**src/rtl/cpu_boot_loader.sv**
```systemverilog
// rtl/cpu_boot_loader.sv - boot sequencer: clear memory, stream program image in, hold then release core reset
//
// Purpose:
//   Optionally zeroes program memory, writes a streamed image one word per
//   handshake, holds the core in reset for a fixed count, then releases it.
//
// Ports:
//   clk, reset_n            clock, asynchronous active-low reset
//   boot_start              one-cycle pulse, starts/restarts a boot from IDLE or RUN
//   load_valid/ready/data/last  program image stream
//   mem_we/addr/wdata       memory write port (registered, 1-cycle latency)
//   cpu_reset               active-high core reset, low only in RUN
//   busy, done, error       status: CLEAR/LOAD/HOLD, RUN, sticky image overflow
module cpu_boot_loader #(
  parameter int ADDR_WIDTH        = 10,
  parameter int DATA_WIDTH        = 32,
  parameter int LOAD_BASE         = 0,
  parameter int CLEAR_ON_BOOT     = 1,
  parameter int RESET_HOLD_CYCLES = 8
) (
  input  logic                  clk,
  input  logic                  reset_n,
  input  logic                  boot_start,
  input  logic                  load_valid,
  output logic                  load_ready,
  input  logic [DATA_WIDTH-1:0] load_data,
  input  logic                  load_last,
  output logic                  mem_we,
  output logic [ADDR_WIDTH-1:0] mem_addr,
  output logic [DATA_WIDTH-1:0] mem_wdata,
  output logic                  cpu_reset,
  output logic                  busy,
  output logic                  done,
  output logic                  error
);

  typedef enum logic [2:0] {
    S_IDLE,
    S_CLEAR,
    S_LOAD,
    S_HOLD,
    S_RUN
  } state_t;

  // One extra bit so an address past the top of memory is representable
  typedef logic [ADDR_WIDTH:0] cnt_t;

  localparam int          HOLD_LEN  = (RESET_HOLD_CYCLES < 1) ? 1 : RESET_HOLD_CYCLES;
  localparam logic [31:0] HOLD_LAST = 32'(HOLD_LEN - 1);
  localparam cnt_t        BASE_CNT  = cnt_t'(LOAD_BASE);
  localparam cnt_t        CNT_MAX   = '1;

  state_t      state;
  cnt_t        addr_cnt;
  logic [31:0] hold_cnt;

  logic accept;
  logic in_range;
  logic overflow_seen;
  cnt_t cnt_next;

  assign accept        = load_valid & load_ready;
  assign in_range      = ~addr_cnt[ADDR_WIDTH];
  // The current word may itself be the first out-of-range one
  assign overflow_seen = error | ~in_range;
  // Saturate so an oversized image can never wrap back onto address 0
  assign cnt_next      = (addr_cnt == CNT_MAX) ? addr_cnt : addr_cnt + cnt_t'(1);

  always_ff @(posedge clk or negedge reset_n) begin
    if (!reset_n) begin
      state      <= S_IDLE;
      addr_cnt   <= '0;
      hold_cnt   <= '0;
      load_ready <= 1'b0;
      mem_we     <= 1'b0;
      mem_addr   <= '0;
      mem_wdata  <= '0;
      cpu_reset  <= 1'b1;
      busy       <= 1'b0;
      done       <= 1'b0;
      error      <= 1'b0;
    end else begin
      case (state)
        S_IDLE, S_RUN: begin
          mem_we <= 1'b0;
          if (boot_start) begin
            error     <= 1'b0;
            cpu_reset <= 1'b1;
            done      <= 1'b0;
            busy      <= 1'b1;
            if (CLEAR_ON_BOOT != 0) begin
              // First clear write is issued on the entry edge itself
              state     <= S_CLEAR;
              mem_we    <= 1'b1;
              mem_addr  <= '0;
              mem_wdata <= '0;
              addr_cnt  <= cnt_t'(1);
            end else begin
              state      <= S_LOAD;
              load_ready <= 1'b1;
              addr_cnt   <= BASE_CNT;
            end
          end
        end

        S_CLEAR: begin
          // addr_cnt holds the next address to clear; the top bit marks completion
          if (addr_cnt[ADDR_WIDTH]) begin
            state      <= S_LOAD;
            mem_we     <= 1'b0;
            load_ready <= 1'b1;
            addr_cnt   <= BASE_CNT;
          end else begin
            mem_we   <= 1'b1;
            mem_addr <= addr_cnt[ADDR_WIDTH-1:0];
            addr_cnt <= addr_cnt + cnt_t'(1);
          end
        end

        S_LOAD: begin
          mem_we <= 1'b0;
          if (accept) begin
            if (in_range) begin
              mem_we    <= 1'b1;
              mem_addr  <= addr_cnt[ADDR_WIDTH-1:0];
              mem_wdata <= load_data;
            end else begin
              error <= 1'b1;
            end
            addr_cnt <= cnt_next;
            if (load_last) begin
              load_ready <= 1'b0;
              if (overflow_seen) begin
                // Truncated image: never release the core
                state <= S_IDLE;
                busy  <= 1'b0;
              end else begin
                state    <= S_HOLD;
                hold_cnt <= HOLD_LAST;
              end
            end
          end
        end

        S_HOLD: begin
          mem_we <= 1'b0;
          if (hold_cnt == 32'd0) begin
            state     <= S_RUN;
            cpu_reset <= 1'b0;
            done      <= 1'b1;
            busy      <= 1'b0;
          end else begin
            hold_cnt <= hold_cnt - 32'd1;
          end
        end

        default: begin
          state <= S_IDLE;
        end
      endcase
    end
  end

endmodule

```
**config.mk**
```make
export PLATFORM = sky130hd
export DESIGN_NAME = cpu_boot_loader
export DESIGN_NICKNAME = d
export VERILOG_FILES = /design/src/rtl/cpu_boot_loader.sv
export SDC_FILE = /design/constraint.sdc
export NUM_CORES = 1
export LEC_CHECK = 0
export BUFFER_PORTS_ARGS = -buffer_cell sky130_fd_sc_hd__buf_2
export CAP_MARGIN = 20
export CORE_MARGIN = 4
export CORE_UTILIZATION = 40
export DETAILED_ROUTE_END_ITERATION = 16
export SETUP_SLACK_MARGIN = 0.5
export SLEW_MARGIN = 5
export SYNTH_ARGS = -nofsm -noshare
export SYNTH_HDL_FRONTEND = slang
export SYNTH_SLANG_ARGS = --single-unit
export TNS_END_PERCENT = 100
```
**constraint.sdc**
```tcl
create_clock -name clk -period 3.5 [get_ports clk]
set_clock_uncertainty 0.1 [all_clocks]
set_input_delay 0.7 -clock clk [delete_from_list [all_inputs] [get_ports clk]]
set_output_delay 0.7 -clock clk [all_outputs]
set_load 0.01 [all_outputs]
```
Word-level counts from Yosys, hierarchy flattened
Index checks and enable logic that the tools add are counted.
{"block": "word_totals", "regBits": 94, "inputBits": 37, "output_inout_bits": 48, "elab_cells": 95}
{"block": "op_classes", "addsub": 2, "n_eq_ne": 16, "n_mux": 45, "bitwise": 2, "n_reduce_logical": 19}
{"op": "$mux W32", "count": 7}
{"op": "$pmux W32 S2", "count": 2}
{"op": "$mux W11", "count": 4}
{"op": "$pmux W11 S3", "count": 1}
{"op": "$logic_not A32 Y1", "count": 1}
{"op": "$sub A32 B1 Y32 const B", "count": 1}
{"op": "$mux W10", "count": 3}
{"op": "$pmux W10 S3", "count": 1}
{"op": "$ne A2 B2 Y1 const B", "count": 11}
{"op": "$reduce_and A4 Y1", "count": 4}
{"op": "$mux W3", "count": 5}
{"op": "$mux W1", "count": 14}
{"op": "$pmux W3 S4", "count": 1}
{"op": "$add A11 B1 Y11 const B", "count": 1}
{"op": "$eq A11 B11 Y1 const B", "count": 1}
{"op": "$reduce_and A5 Y1", "count": 2}
{"op": "$pmux W1 S2", "count": 4}
{"op": "$reduce_bool A2 Y1", "count": 4}
{"op": "$eq A3 B2 Y1 const B", "count": 2}
{"op": "$reduce_and A3 Y1", "count": 2}
{"op": "$reduce_and A6 Y1", "count": 1}
{"op": "$reduce_bool A3 Y1", "count": 2}
{"op": "$pmux W1 S4", "count": 1}
{"op": "$reduce_bool A4 Y1", "count": 1}
{"op": "8 further kinds", "count": 8}

Logic depth before layout (Yosys ltp)
Gate-level depths: netlist (run 1).
{"block": "logic_depth", "word_depth": 5, "depth_mapped": 8}

Worst setup path before layout (run 1)
No wires, ideal clock.
{"block": "synth_timing", "kind": "reg2reg", "start": "register hold_cnt[0]", "end": "register hold_cnt[30]", "arrival_ns": 2.451, "required_time_ns": 3.322, "slack_ns": 0.871, "path_stages_with_launch": 9, "path_buffers": 1, "period_less_slack_ns": 2.629, "cell_sequence": "dfrtp_1 -> inv_1 -> ha_1 -> or4b_1 -> clkbuf_1 -> nor3b_4 -> nand4_2 -> or4b_1 -> a21oi_1"}
{"block": "synth_via", "elab_chain_len": 3, "word_cells_on_any_way": 6, "cone_classes": "add/sub (1); eq/ne (1); mux (2); reduce/logical (2)"}
{"item": "start: declaration", "line": "55", "rtl": "logic [31:0] hold_cnt;"}
{"item": "start signal: assignment", "line": "153", "rtl": "hold_cnt <= hold_cnt - 32'd1;"}
{"item": "$sub A32 B1 Y32 or $logic_not A32 Y1 (tied branches)", "line": "153, 147"}
{"item": "$mux W32 or $ne A2 B2 Y1 (tied branches)"}
{"item": "$pmux W32 S2 or $reduce_and A5 Y1 (tied branches)"}
Parallel ways exist; a longest one is shown, timed or not. The select of a mux whose other input is x is not followed.
A chain may end at the register's enable or synchronous reset.

Worst setup path after layout (run 1)
{"block": "layout_timing", "start": "register hold_cnt[22]", "end": "register hold_cnt[6]"}
{"block": "layout_via", "elab_chain_len": 3}
{"item": "$logic_not A32 Y1", "line": "147", "rtl": "if (hold_cnt == 32'd0) begin"}
{"item": "$ne A2 B2 Y1 (no line)"}
{"item": "$reduce_and A5 Y1 (no line)"}
Every way passes these cells.

==> flow_summary.json, run 1 <==
{
  "yosysMostFrequentCell": "nand2_1",
  "worst-path-buf-inv": 1,
  "maxCapViolCount": 0,
  "grt_max_degree": 95,
  "holdCritPathClass": "in2async",
  "clock_latency_ps": 340,
  "vdd_ir_drop_max_mv": 0.3489,
  "antenna_cells": 0,
  "antenna_found_initial": 0,
  "synth_async_sr_flop_share_pct": 100.0,
  "fp.dieW_microns": 116.6,
  "place_congestion": 0.8225,
  "total_power_mw": 3.803,
  "routed_wl_microns": 10830,
  "avgSynthCellArea_sq_um": 9.119,
  "htreeDepth": 3,
  "vias": 3991,
  "place_area_sq_um": 5255,
  "worstMarginPinSlew_ps": 678.2,
  "cts-root-buf": "clkbuf_16",
  "netlist_top_cells_area": "dfrtp_1, nand2_1, o21ai_0, o31ai_1, a21oi_1",
  "timing.hold.ws_ps": 280.1,
  "path_class": "reg2reg",
  "first_global_vias": 3649,
  "p_per_area_nw_per_um2": 682.0,
  "syn-num-nets": 557,
  "maxSlewViolCount": 0,
  "drive_above_1_share_pct": 21.55,
  "hold_viol_final": 0,
  "grt_first_pass_wirelength_microns": 17910,
  "synth_edf_count": 0,
  "min_period_over_period_pct": 80.49,
  "numPortBuffers": 84,
  "gr-total-overflow": 0,
  "crit_arrival_ps": 2940,
  "drtPass1Iterations": 4,
  "coreArea_sq_um": 11470,
  "cp_slowest_cell": "or4_4",
  "max_slew_margin_pct": 54.62,
  "min_period_ps": 2817,
  "clkTransAtPathRegs_ps": 60,
  "ys_types": 52,
  "fillers": 1111,
  "synth_top_cell_area_share_pct": 49.36,
  "run_status": "finished clean",
  "synth_seq_cells": 94,
  "synthCells": 517,
  "cts_tree": "yes",
  "dieArea_sq_um": 13590,
  "yosys_warnings": 0,
  "critPathMostFrequentCell": "or4_4",
  "synthToLayoutAreaGrowth_pct": 18.29,
  "fmax_mhz": 355.0,
  "finalInstanceArea_sq_um": 5577,
  "drcViolationCount": 0,
  "post_drt_wl_per_cell_microns": 14.69,
  "grtUsageTotal_pct": 16.35,
  "slowest_delay_ps": 610,
  "cts_buffer_depth": 2,
  "fp.dieH_microns": 116.6,
  "start_kind": "register",
  "cts.sinks": 94,
  "ant_nets": 0,
  "initial_core_util_pct": 41.11,
  "yosys-top-cells-count": "nand2_1, dfrtp_1, o21ai_0",
  "synth_area_leader_cell": "dfrtp_1",
  "rsz0062_at_grt": "false",
  "fp-row-count": 39,
  "dp_hpwl_microns": 7472,
  "multiInputGateArea_sq_um": 2171,
  "cp_cell_sequence": "or4_4, or4_4, o31ai_4, buf_4, or4_1, a21oi_1",
  "synthFlopType": "dfrtp_1",
  "first_iter_violations": 268,
  "ys_seq_area_share_pct": 49.92,
  "cp.required_ps": 3620,
  "num_io_pins": 85,
  "ctsHoldBuffers": 0,
  "synth_area_sq_um": 4715,
  "ff_latch_area_sq_um": 2354,
  "p_leak_nw": 2.559,
  "critPathMaxFanout": 17,
  "tns_ps": 0,
  "cp-end-kind": "register",
  "numCtsBuffers": 9,
  "viasPerCell": 5.415,
  "setup_viol_count_final": 0,
  "nNetsFinal": 629,
  "critPathTopFamily": "simple AND/OR/NAND/NOR gates"
}
-- registers in the layout, indices dropped and copies added, names as in the netlist --
name / count
state: 3
hold_cnt: 32
cpu_reset: 1
mem_we: 1
error: 1
mem_wdata: 32
addr_cnt: 11
mem_addr: 10
load_ready: 1
done: 1
busy: 1
-- cells in the final DEF (no fill, tap or decap), types with 9 or more instances in the layout --
cell type,n
a21oi_1,28
buf_2,83
buf_4,9
clkbuf_16,9
dfrtp_1,93
inv_1,16
mux2i_1,13
nand2_1,97
nand3_1,11
nor2_1,31
nor3_1,11
o21ai_0,49
o31ai_1,22
or3_1,11
or4_1,14
-- worst register-to-register path, cell delays in order (launching register included) --
cell	delay [ps]
dfrtp_1	440
or4_4	560
or4_4	610
o31ai_4	480
buf_4	310
or4_1	140
a21oi_1	60
-- metal layers --
metal  part of all wire [%]  global-route usage, %  routed length (microns)
met5                      0                      0                        0
met4                    1.5                  5.734                      162
met3                    6.1                  2.902                      662
met2                     46                  25.48                     4942
met1                     47                  23.01                     5061
-- stage by stage --
stage / utilization [%] / setup slack, ps / std cells
final: 48.63 / 683.0 / 737
after global routing: 48.63 / 548.3 / 737
after CTS: 48.53 / 600.4 / 736
after detailed placement: 45.83 / 593.2 / 720
after global placement: 45.83 / 692.6 / 720
after floorplan: - / 870.8 / 517
-- report_power, final --
part           internal, mW  total (mW)  switching (mW)
registers              1.28        1.47           0.189
logic                 0.474        1.32           0.849
clock network         0.595        1.01           0.412
total                  2.35        3.80            1.45
-- worst paths after layout --
kind                          startpoint       endpoint  slack, ps  cells after the start
setup / recovery            hold_cnt[22]    hold_cnt[6]        680                      6
hold / removal                   reset_n    hold_cnt[9]        280                      2
setup reg to reg            hold_cnt[22]    hold_cnt[6]        680                      6
hold reg to reg            mem_wdata[17]  mem_wdata[17]        370                      2
max in group asynchronous        reset_n      cpu_reset       2580                      2
min in group clk           mem_wdata[17]  mem_wdata[17]        370                      2
-- final cells by class --
type                            count  share of cell area, %
Clock inverter                      4                 0.9648
Tap cell                          143                  3.208
Timing Repair Buffer               93                  9.020
Multi-Input combinational cell    375                  38.93
Inverter                           16                  1.077
Sequential cell                    94                  42.20
Clock buffer                       12                  4.600
-- kinds of logic (layout without fill, tap and decap cells) --
group	count (synthesis)	after routing	synth area share [%]
AOI/OAI and AO/OA	135	135	17.76
xor gates and xnor gates	4	4	0.7430
adders and majority gates	3	3	0.7963
buffers and inverters	48	125	4.459
DFF	94	94	49.92
muxes	14	14	2.999
and+or+nand+nor	219	219	23.33
-- timing repair --
action                     in CTS  in global routing
setup endpoints to repair       0                  2
resized for setup               0                  1
setup buffers                   0                  1
No activity file was read; power rests on OpenSTA's default activity.
==> inputs of run 2 (changes only) <==
- clock period: 3.5 -> 2.45 ns (I/O delays scaled with it)
==> run 2 against run 1 <==
Effect of this change: non-clock buffer count rose by 61; register-to-register slack worse by 660 ps; combinational power grew 110%; fmax rose by 16%; sequential power is 41% higher; via count is 9.1% higher.
==> flow_summary.json, run 2 (synthesized netlist as in run 1, its figures left out) <==
{
  "timing.final.ws_setup_ps": 21.86,
  "worstMarginPinSlew_ps": 558.7,
  "start_kind": "register",
  "place_congestion": 0.8383,
  "r2r-end": "hold_cnt[23]",
  "grt_max_degree": 95,
  "ctsHoldBuffers": 0,
  "hold_viol_final": 0,
  "grtUsageTotal_pct": 18.64,
  "r2r_setup_slack_ps": 20,
  "critPathMaxFanout": 5,
  "cts.sinks": 94,
  "clkTransAtPathRegs_ps": 70,
  "holdCritPathClass": "in2async",
  "min_period_over_period_pct": 99.11,
  "drive_above_1_share_pct": 38.63,
  "final-instance-count-excl-fill": 798,
  "place_ws_ps": -36.56,
  "first_global_vias": 4082,
  "crit_arrival_ps": 2550,
  "fmax_mhz": 411.8,
  "reg2reg_depth": 7,
  "rsz0062_at_grt": "true",
  "htreeDepth": 3,
  "synthToLayoutAreaGrowth_pct": 39.46,
  "reg.largest.list": "hold_cnt: 32 flops, mem_wdata: 32 flops, addr_cnt: 11 flops",
  "cp_cell_sequence": "or4_4, or4_4, o31ai_4, buf_6, clkbuf_16, or4_1, a21oi_1",
  "cts-root-buf": "clkbuf_16",
  "p_per_area_nw_per_um2": 975.9,
  "final_cell_mix": "nand2_1, dfrtp_1, buf_2",
  "dp_hpwl_microns": 8384,
  "post_drt_wl_per_cell_microns": 16.21,
  "cp_slowest_cell": "or4_4",
  "antenna_found_initial": 0,
  "clock_latency_ps": 350,
  "place_area_sq_um": 5534,
  "p_leak_nw": 2.988,
  "fp-row-count": 39,
  "vias": 4353,
  "dieArea_sq_um": 13590,
  "first_iter_violations": 361,
  "setup_viol_count_final": 0,
  "ant_nets": 0,
  "gr-total-overflow": 0,
  "routed_wl_microns": 12940,
  "min_period_ps": 2428,
  "finalInstanceArea_sq_um": 6575,
  "path_class": "reg2reg",
  "antenna_cells": 0,
  "drtPass1Iterations": 6,
  "max_slew_margin_pct": 62.75,
  "cts_tree": "yes",
  "viasPerCell": 5.455,
  "grt_first_pass_wirelength_microns": 20220,
  "fp.dieH_microns": 116.6,
  "startpoint": "hold_cnt[24]",
  "slowest_delay_ps": 580,
  "place_inst": 747,
  "coreArea_sq_um": 11470,
  "timing.rr.start": "hold_cnt[24]",
  "run_status": "finished clean",
  "vdd_ir_drop_max_mv": 0.4561,
  "initial_core_util_pct": 41.11,
  "maxCapViolCount": 0,
  "nNetsFinal": 690,
  "critPathMostFrequentCell": "or4_4",
  "cp-end-kind": "register",
  "num_io_pins": 85,
  "numCtsBuffers": 9,
  "final_common_cell": "nand2_1",
  "numPortBuffers": 84,
  "cts_buffer_depth": 2,
  "fp.dieW_microns": 116.6,
  "drcViolationCount": 0,
  "cp.required_ps": 2580,
  "total_power_mw": 6.417,
  "maxSlewViolCount": 0
}
run 2: cell types whose count changed in the layout (fill, tap and decap cells not counted), moves of 5 or more:
cell / before / now
a21oi_1: 28 / 22
or4_1: 14 / 9
buf_6: 0 / 21
o31ai_2: 0 / 10
o21ai_0: 49 / 42
buf_4: 9 / 45
or4_4: 2 / 7
a21oi_2: 0 / 6
o31ai_1: 22 / 10
run 2: worst max-delay path by stage:
| stage | endpoint | slack [ps] |
|---|---|---|
| 3_5_place_dp | hold_cnt[30] | -40 |
| 5_1_grt | hold_cnt[23] | -40 |
| 6_report | hold_cnt[23] | 20 |
| 2_1_floorplan | hold_cnt[5] | -70 |
| 3_3_place_gp | hold_cnt[30] | 40 |
| 4_1_cts | hold_cnt[11] | 60 |
run 2: area by class of cell:
class	count	area, sq um
tap	143	178.9
multi-input combinational	375	2557
sequential	94	2357
inverter	16	60.06
clock inverter	7	96.34
fill	974	4892
clock buffer	9	225.2
timing repair buffer	154	1100
run 2: power breakdown:
group | total [mW] | internal, mW | switching [mW]
Combinational | 2.81 | 1.22 | 1.59
Clock | 1.53 | 0.900 | 0.627
Sequential | 2.08 | 1.84 | 0.242
run 2: layer usage:
metal	GRT usage (%)	routed length [microns]	vias up
li1	-	-	2129
met1	26.17	5823	2078
met2	29.10	6130	122
met3	2.902	697	24
met4	7.263	286	0
met5	0	0	-
run 2: worst max-delay path: cells and delay by family, from the launching register on:
kind            cells  cell delay [ps]
compound gates      2              300
simple gates        3             1220
flops               1              380
buf+inv             2              300
run 2: timing repair:
| action | 4_1_cts | 5_1_grt |
|---|---|---|
| gates cloned | 0 | 3 |
| pin swaps | 23 | 21 |
| setup endpoints to repair | 59 | 75 |
| buffers inserted | 24 | 8 |
| gates resized for setup | 42 | 57 |
run 2: through the flow:
stage,hold slack [ps],TNS [ps],util (%)
CTS,117.8,0,54.25
global placement,358.1,0,48.26
finish,58.80,0,57.34
detailed placement,366.2,-36.56,48.26
floorplan,94.41,-817.5,-
global route,124.4,-196.6,57.34
